### src/rtl/pc_fetch_unit.sv
// pc_fetch_unit
//   Instruction fetch PC generator. Issues one fetch request per cycle to the
//   instruction memory, advances the PC sequentially by INC on each accepted
//   request, and redirects on flush/branch. A redirect that arrives while a
//   request is waiting for its ack is parked in a one-entry pending register
//   and applied on the ack edge.
//
// Parameters
//   ADDR_W    : width of the PC and all address ports
//   RESET_VEC : PC value loaded by reset
//   INC       : sequential increment (power of two); also the redirect alignment
//
// Ports
//   clk, rst        : clock, synchronous active-high reset
//   stall           : hold; a request acked while stall=1 parks the unit in HOLD
//   flush, flush_pc : highest-priority redirect and its target
//   branch_valid,
//   branch_target   : branch redirect and its target
//   imem_req        : fetch request (high in REQ only)
//   imem_addr       : fetch address, always equal to pc
//   imem_ack        : memory accepted the request this cycle
//   pc              : current fetch PC
//   ce              : chip enable, low in reset and IDLE
//   fetch_done      : imem_req & imem_ack
//   misalign        : one-cycle pulse after a captured redirect target had
//                     nonzero low alignment bits
//
// state | meaning
// IDLE  | just out of reset, no request; next edge starts fetching
// REQ   | request outstanding at pc, waiting for ack
// HOLD  | stalled after an accepted fetch, no request
module pc_fetch_unit #(
  parameter int                  ADDR_W    = 32,
  parameter logic [ADDR_W-1:0]   RESET_VEC = '0,
  parameter int                  INC       = 4
) (
  input  logic              clk,
  input  logic              rst,
  input  logic              stall,
  input  logic              flush,
  input  logic [ADDR_W-1:0] flush_pc,
  input  logic              branch_valid,
  input  logic [ADDR_W-1:0] branch_target,
  output logic              imem_req,
  output logic [ADDR_W-1:0] imem_addr,
  input  logic              imem_ack,
  output logic [ADDR_W-1:0] pc,
  output logic              ce,
  output logic              fetch_done,
  output logic              misalign
);

  localparam int                ALIGN_B  = $clog2(INC);
  localparam logic [ADDR_W-1:0] LOW_MASK = ADDR_W'((64'd1 << ALIGN_B) - 64'd1);
  localparam logic [ADDR_W-1:0] INC_V    = ADDR_W'(INC);

  typedef enum logic [1:0] {
    S_IDLE = 2'd0,
    S_REQ  = 2'd1,
    S_HOLD = 2'd2
  } state_t;

  state_t            state_q, state_d;
  logic [ADDR_W-1:0] pc_q, pc_d;
  logic              pend_valid_q, pend_valid_d;
  logic              pend_flush_q, pend_flush_d;
  logic [ADDR_W-1:0] pend_addr_q, pend_addr_d;
  logic              misalign_q, misalign_d;

  logic [ADDR_W-1:0] flush_al, branch_al;
  logic              flush_mis, branch_mis;
  logic              pend_is_flush;

  assign flush_al      = flush_pc & ~LOW_MASK;
  assign branch_al     = branch_target & ~LOW_MASK;
  assign flush_mis     = |(flush_pc & LOW_MASK);
  assign branch_mis    = |(branch_target & LOW_MASK);
  assign pend_is_flush = pend_valid_q & pend_flush_q;

  always_comb begin
    state_d      = state_q;
    pc_d         = pc_q;
    pend_valid_d = pend_valid_q;
    pend_flush_d = pend_flush_q;
    pend_addr_d  = pend_addr_q;
    misalign_d   = 1'b0;
    imem_req     = 1'b0;
    ce           = 1'b1;

    case (state_q)
      S_IDLE: begin
        ce      = 1'b0;
        state_d = S_REQ;
      end

      S_REQ: begin
        imem_req = 1'b1;
        if (imem_ack) begin
          pend_valid_d = 1'b0;
          if (flush) begin
            pc_d       = flush_al;
            misalign_d = flush_mis;
          end else if (pend_is_flush) begin
            pc_d = pend_addr_q;
          end else if (branch_valid) begin
            pc_d       = branch_al;
            misalign_d = branch_mis;
          end else if (pend_valid_q) begin
            pc_d = pend_addr_q;
          end else begin
            pc_d = pc_q + INC_V;
          end
          state_d = stall ? S_HOLD : S_REQ;
        end else if (flush) begin
          // a newer flush replaces whatever is parked
          pend_valid_d = 1'b1;
          pend_flush_d = 1'b1;
          pend_addr_d  = flush_al;
          misalign_d   = flush_mis;
        end else if (branch_valid && !pend_is_flush) begin
          pend_valid_d = 1'b1;
          pend_flush_d = 1'b0;
          pend_addr_d  = branch_al;
          misalign_d   = branch_mis;
        end
      end

      S_HOLD: begin
        // pending is always empty here: it is cleared on the ack edge that entered HOLD
        if (flush) begin
          pc_d       = flush_al;
          misalign_d = flush_mis;
        end else if (branch_valid) begin
          pc_d       = branch_al;
          misalign_d = branch_mis;
        end
        if (!stall) state_d = S_REQ;
      end

      default: begin
        state_d = S_IDLE;
      end
    endcase
  end

  always_ff @(posedge clk) begin
    if (rst) begin
      state_q      <= S_IDLE;
      pc_q         <= RESET_VEC;
      pend_valid_q <= 1'b0;
      pend_flush_q <= 1'b0;
      pend_addr_q  <= '0;
      misalign_q   <= 1'b0;
    end else begin
      state_q      <= state_d;
      pc_q         <= pc_d;
      pend_valid_q <= pend_valid_d;
      pend_flush_q <= pend_flush_d;
      pend_addr_q  <= pend_addr_d;
      misalign_q   <= misalign_d;
    end
  end

  assign pc         = pc_q;
  assign imem_addr  = pc_q;
  assign fetch_done = imem_req & imem_ack;
  assign misalign   = misalign_q;

endmodule

### config.mk
export PLATFORM = sky130hd
export DESIGN_NAME = pc_fetch_unit
export DESIGN_NICKNAME = d
export VERILOG_FILES = /design/src/rtl/pc_fetch_unit.sv
export SDC_FILE = /design/constraint.sdc
export NUM_CORES = 1
export LEC_CHECK = 0
export BUFFER_PORTS_ARGS = -buffer_cell sky130_fd_sc_hd__buf_4
export CORE_UTILIZATION = 46
export CTS_BUF_LIST = sky130_fd_sc_hd__clkbuf_8 sky130_fd_sc_hd__clkbuf_16
export CTS_CLUSTER_DIAMETER = 120
export DETAILED_ROUTE_END_ITERATION = 6
export GPL_TIMING_DRIVEN = 0
export PLACE_DENSITY_LB_ADDON = 0.08
export SYNTH_ARGS = -nofsm -noshare
export SYNTH_HDL_FRONTEND = slang
export SYNTH_SLANG_ARGS = --single-unit
### constraint.sdc
create_clock -name clk -period 1.95 [get_ports clk]
set_clock_uncertainty 0.15 [all_clocks]
set_input_delay 0.0975 -clock clk [delete_from_list [all_inputs] [get_ports clk]]
set_output_delay 0.0975 -clock clk [all_outputs]
set_load 0.02 [all_outputs]
# After elaboration in Yosys (flattened, before gate mapping)
# Index checks and enable logic that the tools add are counted.
# totals
reg_bits	69
ramBits	0
out_inout_bits	68
romBits	0
mem_count	0
latch_bits	0
word_cells	56
# op_classes
shift	0
add_sub_neg	1
reduce_logical	12
magnitude_cmp	0
bitwise_logic	3
muxes	29
eq_ne	5
mul	0
div_mod_pow	0
# ops
op	n
32-bit 2-to-1 mux	9
32-bit case mux with 2 select lines	1
32-bit by 3-bit adder with 32-bit output, second input constant	1
1-bit 2-to-1 mux	14
2-bit 2-to-1 mux	3
2-bit case mux with 3 select lines	1
3-bit AND reduction	2
2-bit inequality test, second input constant	2
2-bit AND reduction	2
2-bit nonzero test	2
2-bit OR reduction	2
3-bit inequality test, second input constant	1
3-bit nonzero test	1
1-bit bitwise AND	2
2-bit by 1-bit equality test with 1-bit output, second input constant	1
2-bit equality test, second input constant	1
2-bit zero test	1
1-bit case mux with 2 select lines	1
1-bit logical AND	1
1-bit zero test	1
1-bit NOT	1

# Longest topological paths before layout
# logic_depth
ltp_word	7
depth_mapped	9
mapped_depth_nobuf	7

# Worst setup path before layout
# No wires, ideal clock.
# synth_path
kind	reg2reg
start	register pc_q[2], in the netlist imem_addr[2]
end	register pc_q[20], in the netlist imem_addr[20]
path_slack_ns	-0.324
stages_incl_launch_ff	7
t_arrival_ns	2.044
path_buffers	0
path_cell_list	dfxtp_1 -> ha_1 -> and4_1 -> nand2_4 -> or4_1 -> a41o_1 -> a211oi_2
# synth_between
elab_chain_cells	7
# synth_rtl
item	line	source
start, declared	64	logic [ADDR_W-1:0] pc_q, pc_d;
start signal, assigned	156	pc_q <= pc_d;
32-bit by 3-bit adder with 32-bit output	111	pc_d = pc_q + INC_V;
32-bit 2-to-1 mux	108	end else if (pend_valid_q) begin
32-bit 2-to-1 mux	105	end else if (branch_valid) begin
32-bit 2-to-1 mux	103	end else if (pend_is_flush) begin
32-bit 2-to-1 mux	100	if (flush) begin
32-bit 2-to-1 mux	98	if (imem_ack) begin
32-bit case mux with 2 select lines	90	case (state_q)
# Every way passes these cells. The select of a mux whose other input is x is not followed.
# A chain may end at the register's enable or synchronous reset.

# Final worst setup path
# layout_path
start	register state_q[0]
end	register pc_q[28], in the netlist imem_addr[28]
# layout_between
elab_chain_cells	3
elab_cells_between_ends	7
cone_classes	eq/ne (4); mux (1); reduce/logical (2)
# layout_rtl
item	line	source
start, declared	63	state_t state_q, state_d;
start signal, assigned	155	state_q <= state_d;
2-bit equality test / 2-bit by 1-bit equality test with 1-bit output (equally long branches)	90	
3-bit inequality test (no source line), or another cell as far along	--	
3-bit AND reduction (no source line)	--	
# Several ways; a longest one is shown, not always the timed one.

==> impl_metrics.ini <==
[outcome]
status = finished, violations left
violations = design-rule violations, negative hold slack, negative setup slack

[power_and_ir_drop]
internal_power_w = 0.00321
power.switching_w = 0.00210
p_leak_nw = 3.13
comb_power_share_pct = 45.3
clkPwrFrac_pct = 21.9
powerDensity_mw_per_mm2 = 706
ir_drop_mv = 0.428
switching_share_pct = 39.6
power_w = 0.00531
seqPwrFrac_pct = 32.9

[routing]
dr.first_iter.drc_count = 1054
drc = 3
antenna_left = 0
num_vias = 6472
wl_per_cell_um = 24.3
first_pass_iters = 7
drt_wl_total_um = 23600
viasPerCell = 6.65

[final_layout]
antenna_cells = 0
final_common_cell = buf_4
nets = 910
syn_to_final_growth_pct = 58.6
fill_cells = 704
final_cell_mix = buf_4 (199), nor2_1 (56), dlygate4sd3_1 (46)
drive_gt1_share_pct = 40.5
postLayoutCoreUtil_pct = 76.2

[sta]
fmax_ghz = 0.495
relSlewSlack_pct = 41.1
tightest_slew_ns = 0.884
hold_violations = 1
fin_crit_sh_pct = 104
setup_slack_ns = -0.0693
slew_viol_final = 0
whs_ns = -0.000352
rsz0062_at_grt = true
fin_crit_ns = 2.02
finalSetupViolCount = 9

[logic_synthesis]
synthSimpleGateAreaFrac_pct = 19.6
yosys_warnings = 0
synthesis.area_sq_mm = 0.00474
ys_types = 68
synth-xor-area-share_pct = 1.66
synth_top_family_by_area = compound AO/OA/AOI/OAI gates
muxShareOfSynthArea_pct = 7.18
syn_inst = 607
synth.yosys.seq_area_share_pct = 27.5
async_flop_share_pct = 0
ys_ff_latch = 65
synth_fa_ha_area_share_pct = 1.32
synth_compound_area_share_pct = 31.5
postSynthAreaPerCell_sq_um = 7.81
yosys_most_used_dff = dfxtp_1
synth_edf_count = 0

[setup_path]
crit_required_ns = 2.08
critPathKind = reg -> reg
arrival_ns = 2.15
crit_path_end_kind = register
path_max_fanout = 8
start_kind = register

[placement]
hpwlAfterDp_um = 14900
io_buffers = 132
gp_congestion = 0.978

[grt]
globalRouteOverflowTotal = 0
antenna_found_initial = 0
grt_usage_pct = 42.1
grt_pass1_vias = 6262
grt_pass1_wl_um = 34400
grt_max_degree = 11

[clocking]
cts_tree = yes
cts_max_level = 3
root_buffer = clkbuf_8
clk_pin_slew_ns = 0.08
clk_path_buf_depth = 2
cts_buffers = 9
clk_latency_ns = 0.35
clock-sinks = 65

[die]
fp.dieH_um = 104
core_sq_mm = 0.00986
boundaryPins = 138
die-area_sq_mm = 0.0107
rows = 36
start_util_pct = 48.0
die-width_um = 104

[run]
maxCapViolCount = 0

[min_path]
hold_class = in -> reg
-- power by group through the flow --
stage / Clock (W) / Combinational, W / Sequential [W]
global route: 0.00120 / 0.00250 / 0.00177
finish: 0.00116 / 0.00240 / 0.00175
global placement: 0 / 0.00186 / 0.00175
CTS: 0.00115 / 0.00216 / 0.00171
floorplan: 0 / 0.00103 / 0.00180
detailed placement: 0 / 0.00187 / 0.00176
-- cell families (layout without fill, tap and decap cells) --
group / Yosys count / after routing
AO/OA/AOI/OAI: 210 / 210
XOR/XNOR: 9 / 9
adder cells (fa/ha/maj): 5 / 5
buffers and inverters: 99 / 329
flip-flops: 65 / 65
multiplexers: 34 / 34
other: 1 / 4
AND/OR/NAND/NOR: 184 / 184
-- layer usage --
metal / part of all wire, % / global-route usage (%) / wire (um)
met1: 37 / 52.0 / 8640
met2: 44 / 63.6 / 10300
met3: 14 / 11.3 / 3320
met4: 5.7 / 28.8 / 1350
met5: 0 / 0 / 0
-- sequential cells by signal, summed over array words and instances (netlist names) --
name,flops
imem_addr,30
pend_addr_q,30
state_q,2
misalign,1
pend_flush_q,1
pend_valid_q,1
-- metrics by stage --
step	setup TNS [ns]	instances	cell area [sq um]	worst slack, ns
after global routing	-0.895	973	7520	-0.121
after CTS	-0.0138	952	7110	-0.0138
after global placement	-33.29	875	5990	-0.802
after floorplan	-0.00635	610	4840	-0.00635
after detailed placement	-32.50	875	5990	-0.815
final	-0.280	973	7520	-0.0693
-- final timing paths --
path	from	end	slack (ns)	depth (start not counted)
worst min-delay path	flush_pc[8]	pend_addr_q[8]	-0.0004	3
worst min register to register	pend_addr_q[23]	pend_addr_q[23]	0.36	2
worst max register to register	state_q[0]	imem_addr[28]	-0.07	7
worst max-delay path	state_q[0]	imem_addr[28]	-0.07	7
-- what timing repair did --
action,CTS,global route
setup endpoints to repair,64,61
gates resized for setup,89,73
setup buffers,17,20
pin swaps,12,25
hold buffers,45,1
cloned,0,1
endpoints found under the hold margin,32,1
-- critical path, cell delays in order, from the launching register on --
cell      delay (ns)
dfxtp_2         0.35
inv_4           0.08
ha_4            0.17
inv_4           0.06
nor2_2          0.55
a221oi_1        0.18
a211o_1         0.30
a21oi_1         0.11
-- synth_stat cells, types with 4 or more instances --
library cell | n | area [sq um]
buf_2 | 13 | 65.1
a311oi_1 | 6 | 52.6
a21oi_1 | 34 | 170
o2bb2ai_1 | 4 | 35.0
nand3_1 | 21 | 105
o21ai_0 | 37 | 185
nor2_1 | 59 | 221
clkbuf_1 | 30 | 113
nand2_1 | 32 | 120
xnor2_1 | 5 | 43.8
and4_1 | 5 | 43.8
o31ai_1 | 6 | 45.0
and3_1 | 5 | 31.3
a221o_1 | 5 | 50.1
nand4_1 | 16 | 100
o21bai_1 | 4 | 30.0
buf_4 | 35 | 263
o221ai_1 | 4 | 35.0
ha_1 | 5 | 62.6
dfxtp_1 | 65 | 1300
a211oi_1 | 36 | 270
o211ai_1 | 7 | 52.6
nor4_1 | 10 | 62.6
inv_1 | 16 | 60.1
a31oi_1 | 10 | 62.6
a32oi_1 | 5 | 43.8
mux2i_1 | 34 | 340
nor3_1 | 9 | 45.0
xor2_1 | 4 | 35.0
nand2b_1 | 7 | 43.8
a221oi_1 | 17 | 149
-- layout make-up --
class                           instances  area [sq um]  share of cell area (%)
Buffer                                 80           614                    8.17
Clock buffer                           10           138                    1.83
Clock inverter                          6          51.3                   0.682
Inverter                               17          72.6                   0.965
Multi-Input combinational cell        446          3310                    44.0
Sequential cell                        65          1360                    18.1
Tap cell                              133           166                    2.21
Timing Repair Buffer                  216          1810                    24.1
Note: power is estimated with default switching activity, not from simulation.
